File: src/rtl/rob.sv
// Reorder buffer: allocates entries in program order, accepts out-of-order
// writebacks by id, and offers the oldest completed entry to commit.
module rob #(
    parameter int unsigned ID_W = 5
) (
    input  logic            clk,
    input  logic            rst,
    input  logic            alloc_en_i,
    input  logic [4:0]      alloc_regaddr_i,
    input  logic [31:0]     alloc_pc_i,
    input  logic [1:0]      alloc_branch_tag_i,
    output logic [ID_W-1:0] alloc_id_o,
    output logic            full_o,
    input  logic            wb_en_i,
    input  logic [ID_W-1:0] wb_id_i,
    input  logic [31:0]     wb_data_i,
    input  logic            wb_cond_i,
    output logic            en_o,
    output logic [4:0]      regaddr_o,
    output logic [ID_W-1:0] id_o,
    output logic [31:0]     data_o,
    output logic [31:0]     pc_o,
    output logic [1:0]      branch_tag_o,
    output logic            cond_o,
    input  logic            rdy_i,
    input  logic            rst_c_i
);
    localparam int unsigned DEPTH = 2 ** ID_W;
    localparam int unsigned CNT_W = ID_W + 1;

    logic [DEPTH-1:0] valid_q;
    logic [DEPTH-1:0] done_q;
    logic [4:0]       regaddr_q    [DEPTH];
    logic [31:0]      pc_q         [DEPTH];
    logic [1:0]       branch_tag_q [DEPTH];
    logic [31:0]      data_q       [DEPTH];
    logic             cond_q       [DEPTH];

    logic [ID_W-1:0]  head_q;
    logic [ID_W-1:0]  tail_q;
    logic [CNT_W-1:0] count_q;

    logic alloc_fire_c;
    logic retire_fire_c;
    logic wb_fire_c;

    // Head presentation is purely a function of registered state
    always_comb begin
        full_o        = (count_q == CNT_W'(DEPTH));
        en_o          = valid_q[head_q] && done_q[head_q];
        alloc_id_o    = tail_q;
        id_o          = head_q;
        regaddr_o     = '0;
        data_o        = '0;
        pc_o          = '0;
        branch_tag_o  = '0;
        cond_o        = 1'b0;
        if (en_o) begin
            regaddr_o    = regaddr_q[head_q];
            data_o       = data_q[head_q];
            pc_o         = pc_q[head_q];
            branch_tag_o = branch_tag_q[head_q];
            cond_o       = cond_q[head_q];
        end
        alloc_fire_c  = alloc_en_i && !full_o;
        retire_fire_c = rdy_i && en_o;
        wb_fire_c     = wb_en_i && valid_q[wb_id_i];
    end

    // Control state; flush outranks every other update in the same cycle
    always_ff @(posedge clk or posedge rst) begin
        if (rst) begin
            valid_q <= '0;
            done_q  <= '0;
            head_q  <= '0;
            tail_q  <= '0;
            count_q <= '0;
        end else if (rst_c_i) begin
            valid_q <= '0;
            done_q  <= '0;
            head_q  <= '0;
            tail_q  <= '0;
            count_q <= '0;
        end else begin
            if (wb_fire_c) begin
                done_q[wb_id_i] <= 1'b1;
            end
            if (retire_fire_c) begin
                valid_q[head_q] <= 1'b0;
                head_q          <= head_q + ID_W'(1);
            end
            if (alloc_fire_c) begin
                valid_q[tail_q] <= 1'b1;
                done_q[tail_q]  <= 1'b0;
                tail_q          <= tail_q + ID_W'(1);
            end
            if (alloc_fire_c && !retire_fire_c) begin
                count_q <= count_q + CNT_W'(1);
            end else if (!alloc_fire_c && retire_fire_c) begin
                count_q <= count_q - CNT_W'(1);
            end
        end
    end

    // Payload storage; stale contents are masked by valid/done
    always_ff @(posedge clk) begin
        if (alloc_fire_c && !rst_c_i) begin
            regaddr_q[tail_q]    <= alloc_regaddr_i;
            pc_q[tail_q]         <= alloc_pc_i;
            branch_tag_q[tail_q] <= alloc_branch_tag_i;
        end
        if (wb_fire_c && !rst_c_i) begin
            data_q[wb_id_i] <= wb_data_i;
            cond_q[wb_id_i] <= wb_cond_i;
        end
    end
endmodule

File: config.mk
export PLATFORM = sky130hd
export DESIGN_NAME = rob
export DESIGN_NICKNAME = d
export VERILOG_FILES = /design/src/rtl/rob.sv
export SDC_FILE = /design/constraint.sdc
export NUM_CORES = 2
export LEC_CHECK = 0
export BUFFER_PORTS_ARGS = -buffer_cell sky130_fd_sc_hd__clkbuf_2
export CAP_MARGIN = 30
export CORE_MARGIN = 10
export CORE_UTILIZATION = 45
export DETAILED_ROUTE_END_ITERATION = 10
export HOLD_SLACK_MARGIN = 0.12
export SETUP_SLACK_MARGIN = 0.1
export SYNTH_ARGS = -nofsm -noshare
export SYNTH_HDL_FRONTEND = slang
export SYNTH_SLANG_ARGS = --single-unit
File: constraint.sdc
create_clock -name clk -period 10.5 [get_ports clk]
set_clock_uncertainty 0.15 [all_clocks]
set_input_delay 1.05 -clock clk [delete_from_list [all_inputs] [get_ports clk]]
set_output_delay 1.05 -clock clk [all_outputs]
set_load 0.02 [all_outputs]
==> impl_summary.txt <==
----------------------------------------------------
[Finish]
  Nets@finish ... 4457
  Sequential cell area ... 71200 um2
  Layout overhead on the synthesized area ... 13.69%
  Final standard cell area without fillers ... 103300 um2
  FILL cells ... 15660
  Total area of multi-input combinational cells ... 19030 um2
  Fraction of final layout cells sized beyond drive strength 1 ... 0.2908

[Floorplanning]
  Initial Utilization ... 0.4537
  Row count ... 164
  Full die area ... 220300 um2
  X dimension of the die ... 469.3 um
  Number of I/O pins ... 167
  Core box area ... 200300 um2
  Die span in y ... 469.3 um

[Power and ir drop]
  LEAKAGE ... 31.45 nW
  Worst voltage drop across the vdd grid ... 0.0001784 V
  Power, Total ... 18.92 mW
  Power per standard cell area ... 183.1 nW/um2

[Synth]
  Area share of xor/xnor cells in the synthesized design ... 0.0008675
  Synthesized instance count ... 4077
  Seq/Total Area, Yosys ... 0.7835
  Mapped cell area ... 90860 um2
  Count of state elements after synthesis ... 2384
  Async set or reset register ratio after synthesis ... 0.03356
  Dominant combinational cell family by area after synthesis ... multiplexers
  Share of synthesized area spent on multiplexers ... 0.1489
  Fraction of post-synthesis cell area in the top cell type by area ... 0.7615
  Adder-cell share of the synthesized area ... 0.001873
  Top_reg_cell synth ... sky130_fd_sc_hd__edfxtp_1
  Simple-gate portion of the synthesized area ... 0.02167
  Synthesized Nets ... 4173
  Post-synthesis average cell area ... 22.29 um2
  Ranking of synthesized cells by area ... sky130_fd_sc_hd__edfxtp_1, sky130_fd_sc_hd__mux4_2, sky130_fd_sc_hd__dfrtp_1
  Cell variety after synth ... 57
  Post-synth EDFFs ... 2304
  Number of warnings printed during yosys synthesis ... 0
  Compound-cell area share of the yosys netlist ... 0.03047
  Biggest area consumer among synthesized cells ... sky130_fd_sc_hd__edfxtp_1

[Global routing]
  Vias in the first global route ... 45600
  Residual overflow from global routing ... 0
  Largest net degree at the start of global routing ... 145
  Wire length of the first global-routing pass ... 347100 um
  Initial antenna violation count ... 21
  Total global routing track utilization ... 0.2172

[Detailed routing]
  Wire length per cell after detailed routing ... 33.84 um
  Number of iterations in the first detailed-routing pass ... 7
  Post-detailed-routing wire length ... 244000 um
  DRC marker count from the first detailed-route iteration ... 5511
  Final routed DRC violation total ... 0
  Total number of vias ... 45240
  Post-route antenna net violation count ... 0
  Vias/cell ... 6.273

[STA]
  Final setup violation count ... 0
  Clock period minus final worst setup slack ... 7117 ps
  Setup repair after global routing missed its margin ... no
  Setup total negative slack ... 0 ps
  Tcrit/Tclk final ... 0.6778
  Final hold violation count ... 0
  Final setup slack of the worst path ... 3383 ps
  F_max ... 0.1405 GHz
  Actual slew at the worst max-slew pin ... 1063 ps
  Number of max-slew violations in the final report ... 0
  Remaining max-slew budget at the tightest pin ... 0.2915

[Clocking]
  Clk sinks ... 2384
  Clock latency on the worst-skew pair ... 880 ps
  Number of instances resized during post-cts repair ... 0
  Number of buffers added by the clock tree synthesis step ... 233
  H-tree levels ... 4
  Clock root buffer master ... sky130_fd_sc_hd__clkbuf_16
  CTS max path bufs ... 3
  Clock transition at the registers of the reported paths ... 60 ps
  Setup Fix Bufs, Post-CTS ... 0
  Clock tree from TritonCTS ... done

[Placed design]
  Worst-case setup slack after placement ... 4230 ps
  Instance area at placement ... 95790 um2
  DPL Wire Length ... 119100 um
  Number of port buffers ... 166
  Placer congestion estimate ... 0.7532

[Status]
  Result of the run ... finished, final reports clean

[Critical path]
  Endpoint arrival time on the critical path ... 5920 ps
  Required time worst endpoint ... 9300 ps
  Worst Setup Start Kind ... flop
  Critical setup path kind ... reg2out
  Critical-path maximum fanout ... 144
  Crit path capture type ... output port
  Worst R2R Setup Slack ... 5120 ps

[Hold path]
  Worst min path class ... reg2reg

[Flow run]
  Max Cap Violations ... 0

----------------------------------------------------
## sequential cells by signal, summed over array words and instances (netlist names)
| signal | count |
|---|---|
| data_q | 1024 |
| regaddr_q | 160 |
| count_q | 6 |
| id_o | 5 |
| pc_q | 1024 |
| cond_q | 32 |
| valid_q | 32 |
| alloc_id_o | 5 |
| done_q | 32 |
| branch_tag_q | 64 |
## worst max-delay path: stages, from the launching register on
cell	delay [ps]
sky130_fd_sc_hd__dfrtp_4	1080
sky130_fd_sc_hd__buf_12	730
sky130_fd_sc_hd__mux2i_1	290
sky130_fd_sc_hd__o221ai_1	160
sky130_fd_sc_hd__a22oi_2	310
sky130_fd_sc_hd__nor2_1	110
sky130_fd_sc_hd__a21oi_4	150
sky130_fd_sc_hd__buf_4	690
sky130_fd_sc_hd__buf_4	700
sky130_fd_sc_hd__nor2_1	340
sky130_fd_sc_hd__clkbuf_2	250
## area by class of cell
cell class,count,area share
antenna,6,0.0001453
clock buffer,279,0.05853
clock inverter,144,0.01344
inverter,17,0.0006298
multi-input combinational,1431,0.1842
sequential,2384,0.6892
tap,2656,0.03217
timing repair buffer,294,0.02163
## layer usage
metal | track usage | part of all wire | vias up
li1 | - | - | 18070
met1 | 0.3045 | 0.41 | 24920
met2 | 0.3556 | 0.49 | 1859
met3 | 0.03666 | 0.069 | 370
met4 | 0.05671 | 0.025 | 18
met5 | 0 | 0.00047 | -
## cell families after synthesis
family,after synthesis
AND/OR/NAND/NOR,368
flip-flops,2384
adder cells (fa/ha/maj),13
AO/OA/AOI/OAI,420
buffers and inverters,262
multiplexers,621
XOR/XNOR,9
## final timing paths
path / depth (start not counted) / startpoint / to
setup / recovery: 10 / id_o[1] / data_o[1]
hold / removal: 1 / valid_q[26] / valid_q[26]
setup reg to reg: 13 / id_o[1] / count_q[5]
hold reg to reg: 1 / valid_q[26] / valid_q[26]
max in group asynchronous: 5 / rst / id_o[0]
min in group asynchronous: 4 / rst / alloc_id_o[0]
## power by group
| group | total, mW | internal [mW] | switching, mW |
|---|---|---|---|
| Clock | 8.18 | 4.61 | 3.57 |
| Combinational | 0.270 | 0.0593 | 0.211 |
| Sequential | 10.5 | 10.5 | 0.0119 |
## cell usage after synthesis (2+ instances only)
cell type                  instances
sky130_fd_sc_hd__o22ai_1         286
sky130_fd_sc_hd__buf_6             3
sky130_fd_sc_hd__and2_1            5
sky130_fd_sc_hd__or2_2            10
sky130_fd_sc_hd__a22oi_1           4
sky130_fd_sc_hd__xnor2_1           5
sky130_fd_sc_hd__nor3b_1           5
sky130_fd_sc_hd__xor2_1            4
sky130_fd_sc_hd__a21oi_1          39
sky130_fd_sc_hd__o21ai_0           4
sky130_fd_sc_hd__nand3b_1          5
sky130_fd_sc_hd__nand3_1          10
sky130_fd_sc_hd__nand2b_1          5
sky130_fd_sc_hd__nor3_1           33
sky130_fd_sc_hd__o31ai_1           3
sky130_fd_sc_hd__edfxtp_1       2304
sky130_fd_sc_hd__dfrtp_1          80
sky130_fd_sc_hd__buf_2           108
sky130_fd_sc_hd__mux2_2            3
sky130_fd_sc_hd__nand4_1          29
sky130_fd_sc_hd__a211oi_1         23
sky130_fd_sc_hd__a22oi_2           4
sky130_fd_sc_hd__a21o_1            2
sky130_fd_sc_hd__nor2b_1           2
sky130_fd_sc_hd__o221ai_1         16
sky130_fd_sc_hd__buf_4             2
sky130_fd_sc_hd__and3b_1           5
sky130_fd_sc_hd__clkbuf_1        109
sky130_fd_sc_hd__buf_1            20
sky130_fd_sc_hd__nor2_1          146
sky130_fd_sc_hd__mux4_2          584
sky130_fd_sc_hd__clkbuf_2          3
sky130_fd_sc_hd__or4_1            70
sky130_fd_sc_hd__nand2_1          24
sky130_fd_sc_hd__or3_1             6
sky130_fd_sc_hd__o21ai_1           2
sky130_fd_sc_hd__and3_1            7
sky130_fd_sc_hd__inv_1            16
sky130_fd_sc_hd__mux2i_1          32
sky130_fd_sc_hd__ha_1             12
sky130_fd_sc_hd__a31o_2           31
## through the flow
| step | cells | hold slack [ps] | util |
|---|---|---|---|
| finish | 7211 | 385.8 | 0.5158 |
| global route | 7207 | 418.3 | 0.5158 |
| CTS | 7203 | 385.5 | 0.5155 |
| detailed placement | 6779 | 373.4 | 0.4783 |
| global placement | 6760 | 372.8 | 0.4759 |
| floorplan | 4077 | 347.0 | - |
## placed cells by master (no fill, tap or decap), types with 32 or more instances in the layout
master,n
sky130_fd_sc_hd__or4_1,70
sky130_fd_sc_hd__mux2i_1,32
sky130_fd_sc_hd__edfxtp_1,2304
sky130_fd_sc_hd__nor2_1,98
sky130_fd_sc_hd__clkbuf_16,235
sky130_fd_sc_hd__clkinv_1,62
sky130_fd_sc_hd__buf_4,101
sky130_fd_sc_hd__mux4_2,584
sky130_fd_sc_hd__dfrtp_1,78
sky130_fd_sc_hd__clkinv_2,46
sky130_fd_sc_hd__a21oi_1,39
sky130_fd_sc_hd__clkbuf_1,44
sky130_fd_sc_hd__clkbuf_2,166
sky130_fd_sc_hd__o22ai_1,286
sky130_fd_sc_hd__nor2_4,48
## what timing repair did
item                                    in CTS  in global routing
endpoints found under the setup margin       0                  0
hold buffers                                 1                  0
endpoints found under the hold margin       25                  0
No activity file was read; power rests on OpenSTA's default activity.
